`config.mk`:
```
export PLATFORM = sky130hd
export DESIGN_NAME = stopwatch_ctrl
export DESIGN_NICKNAME = d
export VERILOG_FILES = /design/src/rtl/stopwatch_ctrl.sv
export SDC_FILE = /design/constraint.sdc
export NUM_CORES = 1
export LEC_CHECK = 0
export CORE_MARGIN = 1.5
export CORE_UTILIZATION = 55
export CTS_CLUSTER_SIZE = 24
export DETAILED_ROUTE_END_ITERATION = 10
export PLACE_DENSITY = 0.82
export SYNTH_ARGS = -nofsm -noshare
export SYNTH_HDL_FRONTEND = slang
export SYNTH_SLANG_ARGS = --single-unit
```
`constraint.sdc`:
```
create_clock -name clk -period 5.05 [get_ports clk]
set_input_delay 0.505 -clock clk [delete_from_list [all_inputs] [get_ports clk]]
set_output_delay 0.505 -clock clk [all_outputs]
set_load 0.005 [all_outputs]
```
`src/rtl/stopwatch_ctrl.sv`:
```
// stopwatch_ctrl: centisecond stopwatch, SS.cc from 00.00 to 59.99 in BCD.
// clk_100 is synchronized and edge-detected into a one-cycle tick in the clk domain.
// Buttons are debounced levels; each rising edge acts once.
//
// Ports:
//   clk        system clock (the only clock)
//   reset      synchronous, active-high
//   clk_100    100 Hz square wave, asynchronous, used as data
//   btn_start  rising edge toggles run/pause
//   btn_clear  rising edge zeroes the count and returns to IDLE
//   btn_lap    rising edge toggles lap hold (only with STOPWATCH_LAP_EN)
//   sec_tens, sec_ones, cs_tens, cs_ones   BCD digit outputs
//   running    high while in RUN (registered)
//   wrap       one-cycle pulse after rollover from 59.99 to 00.00
//
// Build option: define STOPWATCH_LAP_EN to enable the lap-hold snapshot.
module stopwatch_ctrl (
    input  logic       clk,
    input  logic       reset,
    input  logic       clk_100,
    input  logic       btn_start,
    input  logic       btn_clear,
    input  logic       btn_lap,
    output logic [3:0] sec_tens,
    output logic [3:0] sec_ones,
    output logic [3:0] cs_tens,
    output logic [3:0] cs_ones,
    output logic       running,
    output logic       wrap
);

    typedef enum logic [1:0] {IDLE, RUN, PAUSE} state_t;

    state_t     state_q, state_d;
    logic       s1, s2, s_prev, tick;
    // Each button is sampled once, then compared with its history flop, so an
    // edge sampled at edge M is acted on at edge M+1.
    logic       start_s, start_h, clear_s, clear_h;
    logic       start_edge, clear_edge;
    logic [3:0] st_q, so_q, ct_q, co_q;
    logic [3:0] st_d, so_d, ct_d, co_d;
    logic       wrap_d;

    assign tick       = s2 & ~s_prev;
    assign start_edge = start_s & ~start_h;
    assign clear_edge = clear_s & ~clear_h;

    always_ff @(posedge clk) begin
        if (reset) begin
            s1      <= 1'b0;
            s2      <= 1'b0;
            s_prev  <= 1'b0;
            start_s <= 1'b0;
            start_h <= 1'b0;
            clear_s <= 1'b0;
            clear_h <= 1'b0;
            state_q <= IDLE;
            st_q    <= '0;
            so_q    <= '0;
            ct_q    <= '0;
            co_q    <= '0;
            running <= 1'b0;
            wrap    <= 1'b0;
        end else begin
            s1      <= clk_100;
            s2      <= s1;
            s_prev  <= s2;
            start_s <= btn_start;
            start_h <= start_s;
            clear_s <= btn_clear;
            clear_h <= clear_s;
            state_q <= state_d;
            st_q    <= st_d;
            so_q    <= so_d;
            ct_q    <= ct_d;
            co_q    <= co_d;
            running <= (state_d == RUN);
            wrap    <= wrap_d;
        end
    end

    // Next state: clear beats start.
    always_comb begin
        state_d = state_q;
        if (clear_edge) begin
            state_d = IDLE;
        end else if (start_edge) begin
            case (state_q)
                IDLE:    state_d = RUN;
                RUN:     state_d = PAUSE;
                PAUSE:   state_d = RUN;
                default: state_d = IDLE;
            endcase
        end
    end

    // BCD ripple counter. Counting keys off the current state, so a tick on
    // the RUN->PAUSE edge counts and one on the PAUSE->RUN edge does not.
    // Out-of-range digits compare as >= their wrap value, i.e. they carry.
    always_comb begin
        st_d   = st_q;
        so_d   = so_q;
        ct_d   = ct_q;
        co_d   = co_q;
        wrap_d = 1'b0;
        if (clear_edge) begin
            st_d = '0;
            so_d = '0;
            ct_d = '0;
            co_d = '0;
        end else if (tick && (state_q == RUN)) begin
            if (co_q >= 4'd9) begin
                co_d = '0;
                if (ct_q >= 4'd9) begin
                    ct_d = '0;
                    if (so_q >= 4'd9) begin
                        so_d = '0;
                        if (st_q >= 4'd5) begin
                            st_d   = '0;
                            wrap_d = 1'b1;
                        end else begin
                            st_d = st_q + 4'd1;
                        end
                    end else begin
                        so_d = so_q + 4'd1;
                    end
                end else begin
                    ct_d = ct_q + 4'd1;
                end
            end else begin
                co_d = co_q + 4'd1;
            end
        end
    end

`ifdef STOPWATCH_LAP_EN
    logic       lap_s, lap_h, lap_edge, hold_q;
    logic [3:0] snap_st, snap_so, snap_ct, snap_co;

    assign lap_edge = lap_s & ~lap_h;

    always_ff @(posedge clk) begin
        if (reset) begin
            lap_s   <= 1'b0;
            lap_h   <= 1'b0;
            hold_q  <= 1'b0;
            snap_st <= '0;
            snap_so <= '0;
            snap_ct <= '0;
            snap_co <= '0;
        end else begin
            lap_s <= btn_lap;
            lap_h <= lap_s;
            if (clear_edge) begin
                hold_q <= 1'b0;
            end else if (lap_edge && (state_q != IDLE)) begin
                hold_q <= ~hold_q;
                // Snapshot is the count showing when hold is set.
                if (!hold_q) begin
                    snap_st <= st_q;
                    snap_so <= so_q;
                    snap_ct <= ct_q;
                    snap_co <= co_q;
                end
            end
        end
    end

    always_comb begin
        sec_tens = hold_q ? snap_st : st_q;
        sec_ones = hold_q ? snap_so : so_q;
        cs_tens  = hold_q ? snap_ct : ct_q;
        cs_ones  = hold_q ? snap_co : co_q;
    end
`else
    logic unused_lap;
    assign unused_lap = btn_lap;

    always_comb begin
        sec_tens = st_q;
        sec_ones = so_q;
        cs_tens  = ct_q;
        cs_ones  = co_q;
    end
`endif

endmodule

```
* After elaboration in Yosys (flattened, before gate mapping)
Index checks and enable logic that the tools add are counted.
** Word-level totals
- Register bits after elaboration :: 27
- Latch bits :: 0
- RAM bits :: 0
- Memory bits (read-only) :: 0
- Input port bits :: 6
- Output and inout port bits :: 18
- Logic and storage cells :: 51
- Memories kept :: 0
** Cells by class
- Add/subtract/negate cells :: 4
- Multipliers :: 0
- Div/mod/pow operators :: 0
- Order comparisons :: 4
- Equality and inequality tests :: 3
- Shift-type cells :: 0
- Muxes and demuxes :: 8
- Bitwise operators :: 10
- Reduce and logical (&&, ||, !) cells :: 8
** Operator list (number)
- adder 4 x 1 -> 4 bit, second input constant :: 4
- two-way mux 4 bit :: 4
- greater-or-equal comparator 4 bit, second input constant :: 3
- NOT 1 bit :: 7
- OR reduction 6 bit :: 1
- equality test 2 x 1 -> 1 bit, second input constant :: 2
- greater-or-equal comparator 4 x 3 -> 1 bit, second input constant :: 1
- two-way mux 2 bit :: 2
- one-hot mux 2 bit (2 select lines) :: 1
- AND reduction 4 bit :: 1
- OR reduction 2 bit :: 2
- bitwise AND 1 bit :: 3
- AND reduction 3 bit :: 1
- equality test 2 bit, second input constant :: 1
- zero test 2 bit :: 1
- AND reduction 2 bit :: 1
- logical AND 1 bit :: 1
- two-way mux 1 bit :: 1

* Longest topological paths before layout
Gate-level depths: netlist of run 1.
- Depth in word-level cells :: 6
- Gate-level depth with buffers :: 7
- Depth with buffers taken out :: 6

* Worst setup path before layout of run 1
No wires, ideal clock.
- Path type :: register to register
- From :: register co_q[0] (netlist: cs_ones[0])
- To :: register st_q[2] (netlist: sec_tens[2])
- Setup time :: 0.154 ns
- Arrival time :: 1.802 ns
- Data required time :: 4.896 ns
- Path slack :: 3.094 ns
- Cell stages (with the launch flop) :: 8
- Path buffers :: 1
- Period minus slack after synthesis :: 1.956 ns
- Cells stage by stage :: dfxtp_1 > inv_1 > ha_1 > nor3b_1 > or4_4 > buf_6 > o311ai_4 > o41ai_2
** On the way
- Cells in the longest elaborated chain, start to end :: 2
** Ends and longest elaborated chain
- start, declared :: RTL line 40 : logic [3:0] st_q, so_q, ct_q, co_q;
- start signal, assigned :: RTL line 76 : co_q <= co_d;
- greater-or-equal comparator 4 bit :: RTL line 112 : if (co_q >= 4'd9) begin
- AND reduction 4 bit (no source line)
- end signal, assigned :: RTL line 73 : st_q <= st_d;
- end, declared :: RTL line 40
No other way between the ends.
A chain may end at the register's enable or synchronous reset.

* Final worst setup path of run 1
- From :: register so_q[1] (netlist: sec_ones[1])
- To :: register so_q[1] (netlist: sec_ones[1])
** On the way
- Cells in the longest elaborated chain, start to end :: 2
- Elaborated cells between the ends (all ways) :: 3
- Those cells by class :: 1 x add/sub; 1 x order compare; 1 x mux
** Ends and longest elaborated chain
- start, declared :: RTL line 40
- start signal, assigned :: RTL line 59 : so_q <= '0;
- start signal, assigned :: RTL line 74 : so_q <= so_d;
- adder 4 x 1 -> 4 bit or greater-or-equal comparator 4 bit (tied branches) :: RTL line 125, 116
- two-way mux 4 bit * :: RTL line 116 : if (so_q >= 4'd9) begin
Mark *: on every way between the ends. The rest lies on a longest branch, timed or not.

==> results of run 1 <==
## cells by family after synthesis
family	count (synthesis)
AO/OA/AOI/OAI	27
XOR/XNOR	3
adder cells (fa/ha/maj)	12
buffers and inverters	14
flip-flops	27
multiplexers	2
AND/OR/NAND/NOR	55
## through the flow
stage	std cells	area [um^2]	total power [mW]
after global routing	191	1582	0.3435
after floorplan	140	1318	0.2351
after global placement	187	1554	0.2410
after detailed placement	187	1554	0.2418
after CTS	191	1582	0.3342
final	191	1582	0.3280
## cell type report
| class | instances | area (um^2) |
|---|---|---|
| Clock inverter | 1 | 5.005 |
| Fill cell | 183 | 651.9 |
| Timing Repair Buffer | 22 | 220.2 |
| Clock buffer | 3 | 22.52 |
| Inverter | 11 | 41.29 |
| Tap cell | 28 | 35.03 |
| Sequential cell | 27 | 540.5 |
| Multi-Input combinational cell | 99 | 716.9 |
## routing by layer
layer	track usage (%)	part of all wire (%)
met5	0	0
met4	11.40	1.8
met3	3.161	3.9
met2	33.97	48
met1	24.77	46
## synth_stat cells (all sizes together), types with 2 or more instances
library cell and count:
nor2b 8, inv 11, nand3 6, nand4 2, clkbuf 2, o21ai 6
a21oi 9, ha 12, xnor2 2, nor3b 3, mux2i 2, and3 2
a41oi 3, dfxtp 27, nand2b 2, nor3 3, o211ai 4, nor4 2
nor2 12, nand2 9
## power breakdown
part           internal (mW)  switching (mW)
logic                0.00853         0.00929
registers              0.217         0.00237
clock network         0.0297          0.0613
## flip-flops by register name, summed over array words and instances (netlist names)
name	cells
clear_h	1
clear_s	1
cs_ones	4
cs_tens	4
running	1
s1	1
s2	1
s_prev	1
sec_ones	4
sec_tens	4
start_h	1
start_s	1
state_q	2
wrap	1
## worst paths after layout
kind | to | slack (ns) | depth (start not counted) | start
setup / recovery | sec_ones[1] | 2.92 | 5 | sec_ones[1]
hold / removal | s2 | 0.46 | 1 | s1
setup reg to reg | sec_ones[1] | 2.92 | 5 | sec_ones[1]
hold reg to reg | s2 | 0.46 | 1 | s1
==> summary.md, run 1 <==
| Metric | Value |
|---|---|
| Max cap viols | `0` |
| Max incr delay on CP | `a little over 1 ns` |
| Pre-CTS setup slack | `between 2 and 3 ns` |
| Die area | `around 2700 um^2` |
| Htree depth | `1` |
| Final setup margin | `about 2.9 ns` |
| Skew final | `~0.0047 ns` |
| Number of diodes | `0` |
| Clk Latency, worst-skew pair | `0.32 ns` |
| Largest net degree at the start of global routing | `16` |
| Post-Syn Instances | `between 100 and 150` |
| WP buf/inv | `1` |
| Reg clk slew, reported paths | `roughly 0.14 ns` |
| Core area | `2233 um^2` |
| Share of cells above drive strength 1 | `6.135%` |
| Mapped Area | `1318 um^2` |
| Per-cell routed wire length | `about 13 um` |
| RSZ-0062 raised after global routing | `no` |
| Setup tns final | `0 ns` |
| Synth Area in Adders | `between 10 and 15%` |
| Worst EP required | `about 5.3 ns` |
| Post-layout min period | `2.128 ns` |
| Yosys warns | `0` |
| Clock Sinks | `27` |
| Layout Nets | `about 180` |
| Worst slew margin | `16.96%` |
| Most common cell after layout, fill and taps aside | `dfxtp_1` |
| Initial antenna violation count | `0` |
| Post-CTS sizing | `0` |
| DRC violations left | `0` |
| Clock Tree Root | `clkbuf_4` |
| Synth async-reset ratio | `0%` |
| Synth cell types | `33` |
| Top delay family on crit path | `compound AO/OA/AOI/OAI gates` |
| Post-DRT Antenna Nets | `0` |
| Area fraction in compound gates after synthesis | `15.00%` |
| Synth Area in XOR/XNOR | `~2.0%` |
| Drt first pass iters | `4` |
| Status | `complete, no violations` |
| Vias in the first global route | `between 900 and 1000` |
| CTS tree | `yes` |
| Maximum vdd drop | `186.2 uV` |
| Number of CTS-inserted buffers | `3` |
| Setup Viol. Count Final | `0` |
| Overall routing resource usage | `between 20% and 30%` |
| Largest family of logic cells by synthesized area | `simple AND/OR/NAND/NOR gates` |
| Static Leak | `~0.57 nW` |
| Via count of the routed design | `1067` |
| Sequential area share after synthesis | `roughly two fifths` |
| Syn_area_per_cell | `9.411 um^2` |
| HP Class | `flip-flop to flip-flop` |
| Net count after synthesis | `between 150 and 200` |
| Synth top area cells | `dfxtp_1 (41%), ha_1 (11%), nor2b_1 (3.8%)` |
| Critical path arrival | `2.39 ns` |
| Max Buffers Root-to-Sink | `2` |
| Fin util | `a little over two thirds` |
| Post-Route WL | `2410 um` |
| CTS Hold Bufs | `0` |
| Simple-gate area share of the yosys netlist | `about 25%` |
| Proportion of synthesized area in mux cells | `under 10%` |
| First-pass GRT wire length | `roughly 4000 um` |
| Synth Register Bits | `27` |
| Final worst-path cycle share | `a little over two fifths` |
| Share of the synthesized area in the top cell type | `41.03%` |
| Crit-path cells | `inv_1, ha_1, o31ai_1, nand3_1, a21oi_1` |
| Total congestion overflow | `0` |
| CP startpoint kind | `flip-flop` |
| Cell area power density | `between 200 and 250 nW/um^2` |
| Top FF cell, synth | `dfxtp_1` |
| DR iter-0 viols | `14` |
| Area growth syn-to-layout | `20.04%` |
| # port buffers | `22` |
| Fmax | `roughly 470 MHz` |
| Yosys top cell by area | `dfxtp_1` |
| Final hold viol count | `0` |
| Crit-path slowest cell | `o31ai_1` |
| CP Class | `flip-flop to flip-flop` |
| Io pins | `24` |
| Final HPWL DP | `1803 um` |
| Most frequent cells in the layout | `dfxtp_1 (27), clkdlybuf4s50_1 (22), nor2_1 (12), ha_1 (12), inv_1 (11)` |
| Critical path peak fanout | `8` |
| Row cnt | `17` |
| Max Slew Vio Count | `0` |
| Global placer's final weighted congestion | `0.8078` |
| Post-synth EDFFs | `0` |
| Post-CTS setup buffer count | `0` |
| Worst slew pin tran | `around 1.2 ns` |
| Initial Util | `~59%` |
| Vias per cell | `around 5.6` |
| Crit end category | `flip-flop` |
| DIE HEIGHT | `51.95 um` |
| Hold Slack | `roughly 0.46 ns` |
| Die width | `around 52 um` |
(Power assumes the default switching activity.)
==> run 2, diff against run 1 <==
- CORE_UTILIZATION: 55 -> 51
- PLACE_DENSITY: 0.82 -> 0.77
- clock period: 5.05 -> 2.1 ns (I/O delays scaled with it)
==> summary.md, run 2 (same netlist as run 1, synthesis figures left out) <==
| Metric | Value |
|---|---|
| Status | `complete, no violations (unchanged)` |
| Placed Instance Area | `1594 um^2 (was 1554 um^2)` |
| CP startpoint kind | `flip-flop (unchanged)` |
| Drt first pass iters | `4 (unchanged)` |
| Layout Nets | `187 (was 182)` |
| Vias per cell | `5.460 (was 5.586)` |
| Setup tns final | `0 ns (unchanged)` |
| Post-layout min period | `1.919 ns (was 2.128 ns)` |
| Vias in the first global route | `989 (was 955)` |
| Clock Sinks | `27 (unchanged)` |
| Reg clk slew, reported paths | `0.15 ns (was 0.14 ns)` |
| Final worst-path cycle share | `91.37% (was 42.14%)` |
| DIE HEIGHT | `53.83 um (was 51.95 um)` |
| Global placer's final weighted congestion | `0.7932 (was 0.8078)` |
| Internal power | `0.6149 mW (was 0.2550 mW)` |
| Critical path peak fanout | `10 (was 8)` |
| Post-CTS sizing | `0 (unchanged)` |
| Design area | `1622 um^2 (was 1582 um^2)` |
| Largest net degree at the start of global routing | `16 (unchanged)` |
| Most frequent cells in the layout | `dfxtp_1 (27), clkdlybuf4s50_1 (22), nor2_1 (12), ha_1 (12), inv_1 (11) (unchanged)` |
| Combinational Power Share | `5.7% (was 5.4%)` |
| Skew final | `0.006455 ns (was 0.004704 ns)` |
| Tot Pwr | `0.7915 mW (was 0.3280 mW)` |
| RSZ-0062 raised after global routing | `no (unchanged)` |
| Most common cell after layout, fill and taps aside | `dfxtp_1 (unchanged)` |
| Worst slew margin | `61.12% (was 16.96%)` |
| Initial Util | `53.67% (was 58.99%)` |
| Number of CTS-inserted buffers | `3 (unchanged)` |
| CTS tree | `yes (unchanged)` |
| Crit end category | `flip-flop (unchanged)` |
| Maximum vdd drop | `411.4 uV (was 186.2 uV)` |
| CP Class | `flip-flop to flip-flop (unchanged)` |
| Overall routing resource usage | `19.51% (was 20.36%)` |
| # port buffers | `22 (unchanged)` |
| Total congestion overflow | `0 (unchanged)` |
| Final hold viol count | `0 (unchanged)` |
| First-pass GRT wire length | `4174 um (was 4098 um)` |
| Die width | `53.83 um (was 51.95 um)` |
| Clock group share of total power | `27.8% (was 27.7%)` |
| Core area | `2455 um^2 (was 2233 um^2)` |
| Share of cells above drive strength 1 | `8.929% (was 6.135%)` |
| Post-CTS setup buffer count | `0 (unchanged)` |
| Static Leak | `0.5942 nW (was 0.5687 nW)` |
| Clk Latency, worst-skew pair | `0.32 ns (about the same)` |
| Die area | `2897 um^2 (was 2698 um^2)` |
| Initial antenna violation count | `0 (unchanged)` |
| Max Slew Vio Count | `0 (unchanged)` |
| Sequential Power Share | `66.5% (was 66.8%)` |
| Net Switching | `0.1767 mW (was 0.07300 mW)` |
| Fin util | `66.05% (was 70.81%)` |
| Flop2flop setup slack | `0.18 ns (was 2.92 ns)` |
| HP Class | `primary input to flip-flop (was flip-flop to flip-flop)` |
| Worst EP required | `2.31 ns (was 5.31 ns)` |
| Max cap viols | `0 (unchanged)` |
| Clock Tree Root | `clkbuf_4 (unchanged)` |
| Fmax | `521.2 MHz (was 469.9 MHz)` |
| Worst slew pin tran | `0.5779 ns (was 1.235 ns)` |
| Row cnt | `18 (was 17)` |
| DRC violations left | `0 (unchanged)` |
| Htree depth | `1 (unchanged)` |
| Io pins | `24 (unchanged)` |
| Fill cells | `209 (was 183)` |
| Placed insts | `194 (was 187)` |
| Final Non-Filler Cells | `198 (was 191)` |
| Area growth syn-to-layout | `23.08% (was 20.04%)` |
| Sw frac | `22.32% (was 22.26%)` |
| DR iter-0 viols | `19 (was 14)` |
| Final HPWL DP | `1891 um (was 1803 um)` |
| CTS Hold Bufs | `0 (unchanged)` |
| Number of diodes | `0 (unchanged)` |
| Post-DRT Antenna Nets | `0 (unchanged)` |
| Setup Viol. Count Final | `0 (unchanged)` |
| Via count of the routed design | `1081 (was 1067)` |
| Per-cell routed wire length | `12.49 um (was 12.62 um)` |
| Critical path arrival | `2.13 ns (was 2.39 ns)` |
| Post-Route WL | `2473 um (was 2410 um)` |
| Cell area power density | `488.1 nW/um^2 (was 207.4 nW/um^2)` |
| Max Buffers Root-to-Sink | `2 (unchanged)` |
run 2: worst max-delay path, cell delays in order (launching register included):
cell	delay, ns
dfxtp_1	0.42
inv_1	0.08
ha_1	0.18
nor3b_1	0.16
or4_4	0.58
o311ai_4	0.29
o41ai_2	0.10
run 2: stage by stage:
step	setup slack (ns)	hold WS, ns
finish	0.1813	0.4189
global route	0.05512	0.4169
CTS	0.1696	0.4123
detailed placement	0.1858	0.4355
global placement	0.2354	0.4280
floorplan	0.1439	0.3382
run 2: routing by layer:
| metal | part of all wire, % | track usage [%] | vias to the layer above |
|---|---|---|---|
| li1 | - | - | 548 |
| met1 | 48 | 25.13 | 511 |
| met2 | 48 | 33.13 | 18 |
| met3 | 2.7 | 2.500 | 4 |
| met4 | 1.1 | 7.265 | 0 |
| met5 | 0 | 0 | - |
run 2: cell type report:
type                            count  area, um^2  area share (%)
Sequential cell                    27       540.5           33.33
Inverter                           11       41.29           2.546
Multi-Input combinational cell     99       716.9           44.21
Timing Repair Buffer               27       257.7           15.90
Clock inverter                      1       5.005          0.3086
Tap cell                           30       37.54           2.315
Clock buffer                        3       22.52           1.389
run 2: power by group through the flow:
stage | logic [mW] | clock network (mW) | registers [mW]
after floorplan | 0.0280 | 0 | 0.537
after global placement | 0.0441 | 0 | 0.538
after detailed placement | 0.0455 | 0 | 0.538
after CTS | 0.0457 | 0.230 | 0.527
after global routing | 0.0499 | 0.251 | 0.528
final | 0.0449 | 0.220 | 0.527
run 2: final timing paths:
kind	start	endpoint	cells past startpoint
setup / recovery	cs_tens[1]	sec_tens[2]	6
hold / removal	btn_clear	clear_s	2
hold reg to reg	s1	s2	1
setup reg to reg	cs_tens[1]	sec_tens[2]	6
==> run 3, diff against run 2 <==
- CTS_CLUSTER_DIAMETER: default -> 200
- TNS_END_PERCENT: default -> 20
- clock period: 2.1 -> 2 ns (I/O delays scaled with it)
==> summary.md, run 3 (same netlist as run 1, synthesis figures left out) <==
| Metric | Value |
|---|---|
| DR iter-0 viols | `17 (was 19)` |
| Final worst-path cycle share | `95.10% (was 91.37%)` |
| Reg clk slew, reported paths | `0.15 ns (about the same)` |
| Core area | `2455 um^2 (unchanged)` |
| Vias in the first global route | `977 (was 989)` |
| Area growth syn-to-layout | `23.74% (was 23.08%)` |
| Static Leak | `0.5995 nW (was 0.5942 nW)` |
| First-pass GRT wire length | `4140 um (was 4174 um)` |
| Share of cells above drive strength 1 | `10.06% (was 8.929%)` |
| Clk Latency, worst-skew pair | `0.32 ns (about the same)` |
| Setup tns final | `0 ns (unchanged)` |
| CP startpoint kind | `flip-flop (unchanged)` |
| Max Buffers Root-to-Sink | `2 (unchanged)` |
| Clock Sinks | `27 (unchanged)` |
| Max Slew Vio Count | `0 (unchanged)` |
| Reg-to-reg endpoint | `sec_tens[2] (unchanged)` |
| Top delay family on crit path | `simple AND/OR/NAND/NOR gates (unchanged)` |
| Post-Route WL | `2442 um (was 2473 um)` |
| Cell depth of the worst setup path | `6 (unchanged)` |
| Skew final | `0.004042 ns (was 0.006455 ns)` |
| Initial Util | `53.67% (unchanged)` |
| Via count of the routed design | `1049 (was 1081)` |
| Max incr delay on CP | `0.61 ns (was 0.58 ns)` |
| Maximum vdd drop | `435.1 uV (was 411.4 uV)` |
| Post-CTS setup buffer count | `0 (unchanged)` |
| Largest net degree at the start of global routing | `16 (unchanged)` |
| Cell area power density | `514.8 nW/um^2 (was 488.1 nW/um^2)` |
| Max cap viols | `0 (unchanged)` |
| Reg2reg start | `cs_ones[0] (was cs_tens[1])` |
| CP Class | `flip-flop to flip-flop (unchanged)` |
| Fmax | `525.7 MHz (was 521.2 MHz)` |
| # port buffers | `22 (unchanged)` |
| HP Class | `primary input to flip-flop (unchanged)` |
| Global placer's final weighted congestion | `0.7869 (was 0.7932)` |
| CTS Hold Bufs | `0 (unchanged)` |
| Crit-path slowest cell | `or4_4 (unchanged)` |
| WP buf/inv | `1 (unchanged)` |
| Pre-CTS setup slack | `0.1003 ns (was 0.1858 ns)` |
| Min-Delay Endpoint | `s1 (was clear_s)` |
| CTS tree | `yes (unchanged)` |
| Flop2flop setup slack | `0.1 ns (was 0.18 ns)` |
| RSZ-0062 raised after global routing | `no (unchanged)` |
| Status | `complete, no violations (unchanged)` |
| Per-cell routed wire length | `12.27 um (was 12.49 um)` |
| Post-CTS sizing | `0 (unchanged)` |
| Worst slew margin | `64.06% (was 61.12%)` |
| Io pins | `24 (unchanged)` |
| Total congestion overflow | `0 (unchanged)` |
| DIE HEIGHT | `53.83 um (unchanged)` |
| Clock Tree Root | `clkbuf_4 (unchanged)` |
| Final HPWL DP | `1812 um (was 1891 um)` |
| Vias per cell | `5.271 (was 5.460)` |
| Row cnt | `18 (unchanged)` |
| Post-DRT Antenna Nets | `0 (unchanged)` |
| Initial antenna violation count | `0 (unchanged)` |
| Overall routing resource usage | `19.47% (was 19.51%)` |
| Worst EP required | `2.21 ns (was 2.31 ns)` |
| Htree depth | `1 (unchanged)` |
| Final hold viol count | `0 (unchanged)` |
| Number of CTS-inserted buffers | `3 (unchanged)` |
| Worst min-delay path startpoint | `clk_100 (was btn_clear)` |
| Most frequent cells in the layout | `dfxtp_1 (26), clkdlybuf4s50_1 (22), nor2_1 (12), ha_1 (12), inv_1 (11) (was dfxtp_1 (27), clkdlybuf4s50_1 (22), nor2_1 (12), ha_1 (12), inv_1 (11))` |
| Post-layout min period | `1.902 ns (was 1.919 ns)` |
| Hold Slack | `0.4118 ns (was 0.4189 ns)` |
| Die area | `2897 um^2 (unchanged)` |
| DRC violations left | `0 (unchanged)` |
| Critical path arrival | `2.11 ns (was 2.13 ns)` |
| Layout Nets | `188 (was 187)` |
| Number of diodes | `0 (unchanged)` |
| Crit end category | `flip-flop (unchanged)` |
| Final setup margin | `0.09791 ns (was 0.1813 ns)` |
| Register-to-Register Path Depth | `6 (unchanged)` |
| Most common cell after layout, fill and taps aside | `dfxtp_1 (unchanged)` |
| Drt first pass iters | `4 (unchanged)` |
| Critical path peak fanout | `10 (unchanged)` |
| Setup Viol. Count Final | `0 (unchanged)` |
| Fill cells | `213 (was 209)` |
| Min-Delay Path Depth | `2 (unchanged)` |
| Die width | `53.83 um (unchanged)` |
| Worst slew pin tran | `0.5341 ns (was 0.5779 ns)` |
| Crit-path cells | `inv_1, ha_1, nor3b_1, or4_4, o311ai_4, o41ai_2 (unchanged)` |
==> run 3: cell types whose count changed in the layout (fill, tap and decap cells not counted), sizes merged <==
cell  change
buf       +1
==> run 3: worst max path at each step <==
| stage | start | end | slack, ns |
|---|---|---|---|
| final | cs_ones[0] | sec_tens[2] | 0.1 |
| after global routing | cs_ones[0] | sec_tens[2] | 0.05 |
| after CTS | cs_tens[1] | sec_tens[2] | 0.09 |
| after detailed placement | cs_tens[1] | sec_tens[2] | 0.10 |
| after global placement | cs_tens[1] | sec_tens[2] | 0.14 |
| after floorplan | cs_ones[0] | sec_tens[2] | 0.04 |
==> run 3: metrics by stage <==
step	cells	instance area, um^2	power, mW	utilization, %
after floorplan	140	1318	0.5935	-
after global placement	195	1602	0.6127	65.24
after detailed placement	195	1602	0.6147	65.24
after CTS	199	1629	0.8519	66.36
after global routing	199	1630	0.8715	66.41
final	199	1630	0.8393	66.41
==> run 3: layout make-up <==
cell class / count / area (um^2) / area share (%)
Sequential cell: 27 / 541.8 / 33.23
Clock buffer: 3 / 22.52 / 1.381
Multi-Input combinational cell: 99 / 716.9 / 43.98
Timing Repair Buffer: 28 / 265.3 / 16.27
Clock inverter: 1 / 5.005 / 0.3070
Tap cell: 30 / 37.54 / 2.302
Inverter: 11 / 41.29 / 2.533
==> run 3: routing by layer <==
layer	share of wire [%]	GRT usage, %	up-vias
met5	0	0	-
met4	0.61	7.692	0
met3	2.7	2.500	2
met2	48	32.32	16
met1	49	25.52	478
li1	-	-	553
==> run 3: worst reg2reg max path, cell delays in order, from the launching register on <==
cell and delay (ns):
dfxtp_1 0.36, inv_1 0.06, ha_1 0.20, nor3b_1 0.17, or4_4 0.61, o311ai_4 0.29
o41ai_2 0.10
==> run 3: power breakdown <==
part           internal [mW]  switching, mW  leakage (nW)
Clock                 0.0750          0.162        0.0177
Sequential             0.547        0.00581         0.220
Combinational         0.0247         0.0244         0.362
